$ cat config.mk
export PLATFORM = sky130hd
export DESIGN_NAME = npc_exec_sequencer
export DESIGN_NICKNAME = d
export VERILOG_FILES = /design/src/rtl/npc_seq_pkg.sv /design/src/rtl/npc_wait_timer.sv /design/src/rtl/npc_exec_sequencer.sv
export SDC_FILE = /design/constraint.sdc
export NUM_CORES = 1
export LEC_CHECK = 0
export ABC_AREA = 1
export ABC_CLOCK_PERIOD_IN_PS = 1750
export CAP_MARGIN = 20
export CORE_MARGIN = 8
export CORE_UTILIZATION = 30
export DETAILED_ROUTE_END_ITERATION = 10
export RECOVER_POWER = 25
export SYNTH_ARGS = -nofsm -noshare
export SYNTH_HDL_FRONTEND = slang
export SYNTH_SLANG_ARGS = --single-unit
$ cat constraint.sdc
create_clock -name clk -period 1.75 [get_ports clk]
set_clock_uncertainty 0.05 [all_clocks]
set_input_delay 0.4375 -clock clk [delete_from_list [all_inputs] [get_ports clk]]
set_output_delay 0.4375 -clock clk [all_outputs]
set_load 0.005 [all_outputs]
$ cat src/rtl/npc_seq_pkg.sv
// npc_seq_pkg: shared definitions for the NPC execution sequencer.
//   - seq_state_e : FSM state encoding (visible on state_dbg)
//   - OP_*        : opcode values the sequencer reacts to
//   - DEF_MAX_WAIT: default bus-wait limit
package npc_seq_pkg;

    typedef enum logic [2:0] {
        S_IDLE   = 3'd0,
        S_FETCH  = 3'd1,
        S_WAIT_I = 3'd2,
        S_DECODE = 3'd3,
        S_EXEC   = 3'd4,
        S_MEM    = 3'd5,
        S_WB     = 3'd6,
        S_HALT   = 3'd7
    } seq_state_e;

    localparam logic [6:0] OP_LOAD   = 7'b0000011;
    localparam logic [6:0] OP_STORE  = 7'b0100011;
    localparam logic [6:0] OP_SYSTEM = 7'b1110011;

    localparam int DEF_MAX_WAIT = 255;

endpackage

$ cat src/rtl/npc_wait_timer.sv
// npc_wait_timer: bus-wait cycle counter.
//   clk, rst : clock, async active-high reset
//   clr      : synchronous clear (wins over en)
//   en       : count up by one this cycle
//   expire   : count has reached MAX_WAIT
module npc_wait_timer #(
    parameter int WAIT_W   = 8,
    parameter int MAX_WAIT = 255
) (
    input  logic clk,
    input  logic rst,
    input  logic clr,
    input  logic en,
    output logic expire
);

    logic [WAIT_W-1:0] cnt;

    always_ff @(posedge clk or posedge rst) begin
        if (rst)       cnt <= '0;
        else if (clr)  cnt <= '0;
        else if (en)   cnt <= cnt + WAIT_W'(1);
    end

    assign expire = (cnt == WAIT_W'(MAX_WAIT));

endmodule

$ cat src/rtl/npc_exec_sequencer.sv
// npc_exec_sequencer: multi-cycle control FSM for the NPC core.
// Steps IDLE -> FETCH -> WAIT_I -> DECODE -> EXEC -> [MEM] -> WB -> FETCH,
// halting on ebreak (DECODE) or on a bus wait exceeding MAX_WAIT.
//   in : clk, rst (async high), opcode, reg_wr_dec, imem_gnt, imem_rvalid, dmem_done
//   out: imem_req, ir_we, dmem_req, dmem_we, rf_we, pc_we  (enables / requests)
//        halt, bus_err (sticky), state_dbg, retired (WB count)
module npc_exec_sequencer
    import npc_seq_pkg::*;
#(
    parameter int WAIT_W   = 8,
    parameter int MAX_WAIT = DEF_MAX_WAIT,
    parameter int CNT_W    = 32
) (
    input  logic             clk,
    input  logic             rst,
    input  logic [6:0]       opcode,
    input  logic             reg_wr_dec,
    input  logic             imem_gnt,
    input  logic             imem_rvalid,
    input  logic             dmem_done,
    output logic             imem_req,
    output logic             ir_we,
    output logic             dmem_req,
    output logic             dmem_we,
    output logic             rf_we,
    output logic             pc_we,
    output logic             halt,
    output logic             bus_err,
    output logic [2:0]       state_dbg,
    output logic [CNT_W-1:0] retired
);

    seq_state_e state, state_nx;
    logic       timeout;
    logic       wait_clr, wait_en, wait_exp;
    logic       is_store;

    assign is_store = (opcode == OP_STORE);

    always_ff @(posedge clk or posedge rst) begin
        if (rst) state <= S_IDLE;
        else     state <= state_nx;
    end

    // Handshake is tested before the expiry so a grant/valid/done landing
    // in the limit cycle completes normally.
    always_comb begin
        state_nx = state;
        timeout  = 1'b0;
        case (state)
            S_IDLE:   state_nx = S_FETCH;
            S_FETCH: begin
                if (imem_gnt)      state_nx = S_WAIT_I;
                else if (wait_exp) begin state_nx = S_HALT; timeout = 1'b1; end
            end
            S_WAIT_I: begin
                if (imem_rvalid)   state_nx = S_DECODE;
                else if (wait_exp) begin state_nx = S_HALT; timeout = 1'b1; end
            end
            S_DECODE: state_nx = (opcode == OP_SYSTEM) ? S_HALT : S_EXEC;
            S_EXEC:   state_nx = (opcode == OP_LOAD || is_store) ? S_MEM : S_WB;
            S_MEM: begin
                if (dmem_done)     state_nx = S_WB;
                else if (wait_exp) begin state_nx = S_HALT; timeout = 1'b1; end
            end
            S_WB:     state_nx = S_FETCH;
            default:  state_nx = S_HALT;
        endcase
    end

    // Counter restarts on any state change and only runs while parked
    // in one of the three bus-wait states.
    assign wait_clr = (state_nx != state);
    assign wait_en  = (state == S_FETCH) || (state == S_WAIT_I) || (state == S_MEM);

    npc_wait_timer #(
        .WAIT_W   (WAIT_W),
        .MAX_WAIT (MAX_WAIT)
    ) u_wait (
        .clk    (clk),
        .rst    (rst),
        .clr    (wait_clr),
        .en     (wait_en),
        .expire (wait_exp)
    );

    always_ff @(posedge clk or posedge rst) begin
        if (rst)          bus_err <= 1'b0;
        else if (timeout) bus_err <= 1'b1;
    end

    always_ff @(posedge clk or posedge rst) begin
        if (rst)                retired <= '0;
        else if (state == S_WB) retired <= retired + CNT_W'(1);
    end

    // Moore decodes; ir_we alone also looks at imem_rvalid so the IR
    // captures the word in the cycle it is on the bus.
    assign imem_req  = (state == S_FETCH);
    assign ir_we     = (state == S_WAIT_I) && imem_rvalid;
    assign dmem_req  = (state == S_MEM);
    assign dmem_we   = (state == S_MEM) && is_store;
    assign pc_we     = (state == S_WB);
    assign rf_we     = (state == S_WB) && reg_wr_dec && !is_store;
    assign halt      = (state == S_HALT);
    assign state_dbg = state;

endmodule

# == Word-level counts from Yosys, hierarchy flattened ==
# Cells that the tools add are included.
# word_totals
register_bits,44
latchBits,0
ramBits,0
romBits,0
in_bits,13
output_inout_bits,43
wordCells,43
mem_count,0
# classes
addsub,2
multipliers,0
n_div,0
magnitude_cmp,0
n_eq_ne,12
shift,0
muxes,14
bitwise,0
n_reduce_logical,11
# ops
op,n
adder 32 x 1 -> 32 bit (second input constant),1
case mux 3 bit (6 select lines),1
two-way mux 8 bit,2
== test 3 bit (second input constant),4
two-way mux 3 bit,4
adder 8 x 1 -> 8 bit (second input constant),1
== test 8 bit (second input constant),1
== test 7 x 2 -> 1 bit (second input constant),1
== test 7 x 6 -> 1 bit (second input constant),1
== test 7 bit (second input constant),1
== test 3 x 2 -> 1 bit (second input constant),2
logical AND 1 bit,4
two-way mux 1 bit,4
two-way mux 2 bit,2
== test 3 x 1 -> 1 bit (second input constant),1
logical NOT 3 bit,1
logical OR 1 bit,3
inequality test 3 bit,1
case mux 1 bit (3 select lines),1
nonzero test 2 bit,1
OR reduction 2 bit,1
logical NOT 1 bit,1

# == Longest topological paths before layout ==
# depth
word_depth,6
depth_mapped,12
depth_no_buf,12

# == Modules after synthesis ==
# From an unflattened synthesis, not the netlist that was laid out.
# hier_totals
cells_unflattened,352
hier_area_um2,2658.8
# by_module_without_submodules
mod,instances,cells_each,area_per_inst_um2
npc_exec_sequencer,1,300,2228.4
npc_wait_timer,1,52,430.4

# == Worst setup path before layout ==
# No wires, ideal clock.
# synth_timing
kind,register to output
startpoint,register state[1] (netlist: state_dbg[1])
endpoint,output dmem_we
arrival_ns,1.113
t_required_ns,1.262
slack_ns,0.149
path_stages_with_launch,6
cell_sequence,dfrtp_1 > buf_4 > inv_2 > nand2_1 > nor2_1 > and3_1
# synth_between
elab_chain_len,2
# synth_rtl
item,line_no,text
from (decl),npc_exec_sequencer.sv:33,"seq_state_e state, state_nx;"
from (signal assigned),npc_exec_sequencer.sv:42,else state <= state_nx;
== test 3 bit,n/a,
named net dmem_req,npc_exec_sequencer.sv:23,"output logic dmem_req,"
logical AND 1 bit,npc_exec_sequencer.sv:102,assign dmem_we = (state == S_MEM) && is_store;
to (decl),npc_exec_sequencer.sv:24,"output logic dmem_we,"
# The timed path passes the listed nets, and every way through them passes these cells.

# == Final worst setup path ==
# layout_timing
startpoint,register state[0] (netlist: state_dbg[0])
endpoint,output ir_we
# layout_between
elab_chain_len,2
# layout_rtl
item,line_no,text
== test 3 x 2 -> 1 bit,npc_exec_sequencer.sv:100,assign ir_we = (state == S_WAIT_I) && imem_rvalid;
logical AND 1 bit,npc_exec_sequencer.sv:100,
to (decl),npc_exec_sequencer.sv:22,"output logic ir_we,"
# No other way between the ends.

==> results.txt <==
* Total via count after detailed routing: 2,629
- The worst setup path is captured at an output pin.
- Cells fill 50.2% of the core in the end.
- Summed over all failing endpoints, the final setup total negative slack is -475 ps.
* Cell area after technology mapping: 2610 µm²
- M1 WL: 3.23 mm
* Later-pin clock latency in the skew report: 300 ps
- Post-synthesis cell type with the largest combined area: sky130_fd_sc_hd__dfrtp_1
- Dividing the synthesized area by the synthesized cell count gives 8.09 µm².
- The floorplan step defined a die boundary enclosing 12,000 µm².
- Net count after synthesis: 338
- Data arrival time of the critical path: 1340 ps
* Top layer reached by signal wires: met4
* Nets: 492
- Detailed routing placed a total of 411 µm of wire on met3.
- Dominant cell type by count on the critical path: sky130_fd_sc_hd__buf_6
- Max Slew Vio Count: 0
* Number of buffers on the longest clock path: 2
- Final routed wire length divided by cell count: 13.4 µm
- In this run the tool buffered the top-level ports with 55 buffer cells.
* Floorplan core area: 8590 µm²
- Peak fanout along the critical path: 3
- For the finished layout, the period the worst path requires is 1820 ps.
- Area contributors post-synth: sky130_fd_sc_hd__dfrtp_1 42%, sky130_fd_sc_hd__nand2_1 10%, sky130_fd_sc_hd__xor2_1 8.7%
- For this run, the total global-route usage over all layers was measured as 12.4%.
* Area fraction of the dominant cell type after synthesis: 42.1%
- Number of max-cap violations: 0
- Maximum VDD drop: 0.000446 V
* Combinational Power Share: 58.7%
* Slew @ Worst Pin: 992 ps
* Clk pwr share: 13.8%
- Number of buffers inserted during clock tree synthesis: 5
- Relative to the synthesized area, the layout overhead comes to 65.1%.
* Net switching share of the total power: 37.7%
- TritonCTS clock tree: done
- Number of failing hold endpoints at the final stage: 0
- Total DRC errors in the routed layout: 0
- At the worst endpoint, the required time is 1260 ps.
* Kind of start point of the critical path: register
* Sequential share of power: 27.5%
- Before CTS, the worst setup slack after placement is -625 ps.
- Global-route wire length before repair: 11.9 mm
- Slowest-stage cell, CP: sky130_fd_sc_hd__dfrtp_2
- Timing would allow up to 0.549 GHz.
- Non-filler instance count after layout: 585
* Number of routed nets with antenna violations: 0
* Worst min-delay path class: register to register
- Gate Count Post-Synth: 323
- The synthesized design contains 0 enable-type register cells.
- Register area share after synthesis: 42.1%
- Number of sinks on the clock net: 44
- The initialized floorplan defines 34 standard-cell rows.
- Length of routed met2 wiring: 3.97 mm
- Power per standard cell area: 1040 nW/µm²
* Count of antenna diodes in the layout: 0
* Clock Pin Slew Worst Setup and Hold Paths: 90 ps
* Number of H-tree levels: 2
- The worst setup path is of the register to output pin kind.
- In this run, the number of DRC markers left after iteration 0 of detailed routing was 112.
* Number of antenna violations at the first check in global routing: 0
* Final global-route overflow total: 0
- Commonest register cell after synthesis: sky130_fd_sc_hd__dfrtp_1
- In the routed layout, each cell is associated on average with a via count of 4.49.
* CP peak stage delay: 440 ps
- In this run the clock root is driven by a sky130_fd_sc_hd__clkbuf_8.
- Critical Path, Cell by Cell: buf_6 > buf_6 > nor2_4 > nand2_2 > nor2_2 > buf_2
- In this run the power spent charging and discharging nets is 1.70 mW.
- Flip-flop and latch count after synthesis: 44
- The number of placed instances, taps included, is 525.
- Crit share post-route: 104%
* Distinct cell type count of the synthesized netlist: 33
- Dpl hpwl: 5.15 mm
- Maximum number of pins on one net before global-route repair: 45
- The final layout contains routed wiring with a total length of 7.84 mm.
- Status: finished with violations
- Yosys printed 0 warnings.
- Setup repair after global routing could not meet its margin everywhere.
* Die H: 109 µm
- Overall power after layout: 4.50 mW
- Of the cells placed in the final design, the portion with a size suffix greater than 1 is 38.6%.
* Top-level port count: 56
- For this configuration, the core starts out at a cell density of 30.4%.
- Cell internal power was estimated by the tool at 2.81 mW.
* Vias in the first global route: 2,597
- Of all flip-flops after synthesis, the portion carrying an async set or reset was 100%.
- Setup violations remaining at the end of the flow were counted as 11.
- Slew headroom: 33.9%
- Violations in the final reports: negative setup slack
- After layout, the worst setup slack is -73.1 ps.
- Reported leakage power: 2.27 nW
- Hold_buf cts: 0
* Number of iterations in the first detailed-routing pass: 4
- Chip Width: 109 µm
* Routability congestion estimate: 0.838
power groups by stage:
stage	Clock (mW)	Sequential, mW	Combinational (mW)
global placement	0	1.27	1.74
global route	0.693	1.25	2.86
floorplan	0	1.24	0.861
CTS	0.640	1.22	2.11
finish	0.621	1.24	2.65
detailed placement	0	1.27	1.74
cell usage after synthesis (3+ instances only):
cell,instances
sky130_fd_sc_hd__nor2_4,4
sky130_fd_sc_hd__inv_2,4
sky130_fd_sc_hd__xnor2_1,9
sky130_fd_sc_hd__nor3_1,11
sky130_fd_sc_hd__nand2_1,70
sky130_fd_sc_hd__nand4_1,11
sky130_fd_sc_hd__nor2_1,40
sky130_fd_sc_hd__inv_1,49
sky130_fd_sc_hd__nand3_1,20
sky130_fd_sc_hd__dfrtp_1,44
sky130_fd_sc_hd__xor2_1,26
sky130_fd_sc_hd__nand3_4,3
sky130_fd_sc_hd__o21ai_0,5
state kept, by name (all words and copies together), names as in the netlist:
signal	count
retired	32
u_wait.cnt	8
state_dbg	3
bus_err	1
path summary, 6_finish.rpt:
check                      depth (start not counted)             to    startpoint  slack, ps
max in group asynchronous                          3   state_dbg[0]           rst        250
min reg2reg                                        1    retired[31]   retired[31]        420
max reg2reg                                       12  u_wait.cnt[6]  state_dbg[1]        -20
min in group asynchronous                          3  u_wait.cnt[6]           rst        720
min                                                1    retired[31]   retired[31]        420
max                                                6          ir_we  state_dbg[0]        -70
through the flow:
step	hold slack, ps	instance area [µm²]
after detailed placement	408	3600
after CTS	424	3930
after global routing	433	4310
final	424	4310
after global placement	408	3600
after floorplan	415	2610
cell families after synthesis:
group | after synthesis | share of synthesized area, %
AO/OA/AOI/OAI | 9 | 1.96
XOR/XNOR | 35 | 11.7
adder cells (fa/ha/maj) | 2 | 0.958
buffers and inverters | 57 | 8.86
flip-flops | 44 | 42.1
multiplexers | 1 | 0.431
AND/OR/NAND/NOR | 175 | 33.9
per-layer routing:
layer / vias up / track usage (%)
met5: - / 0
met4: 0 / 4.44
met3: 22 / 3.28
met2: 55 / 21.4
met1: 1236 / 14.5
li1: 1316 / -
layout make-up:
class / instances / area, µm²
Fill cell: 829 / 4280
Timing Repair Buffer: 150 / 1310
Clock inverter: 1 / 5.00
Inverter: 54 / 213
Sequential cell: 44 / 1110
Clock buffer: 6 / 72.6
Multi-Input combinational cell: 222 / 1470
Tap cell: 108 / 135
critical path: cells and delay by family (launching register included):
kind          cells  cell delay [ps]
buf+inv           3              350
simple gates      3              250
flops             1              440
cell usage in the layout (no fill, tap or decap), drive strengths merged, types with 13 or more instances in the layout:
cell             n
dlygate4sd2     13
inv             52
xor2            26
buf            102
nand4           14
nand2           72
clkdlybuf4s50   27
nand3           24
nor2            47
dfrtp           44
timing repair:
| action | in CTS | in global routing |
|---|---|---|
| resized for setup | 66 | 68 |
| cloned | 0 | 0 |
| endpoints found under the setup margin | 38 | 39 |
| pin swaps | 21 | 25 |
| setup buffers | 31 | 23 |
Note: power is estimated with default switching activity, not from simulation.
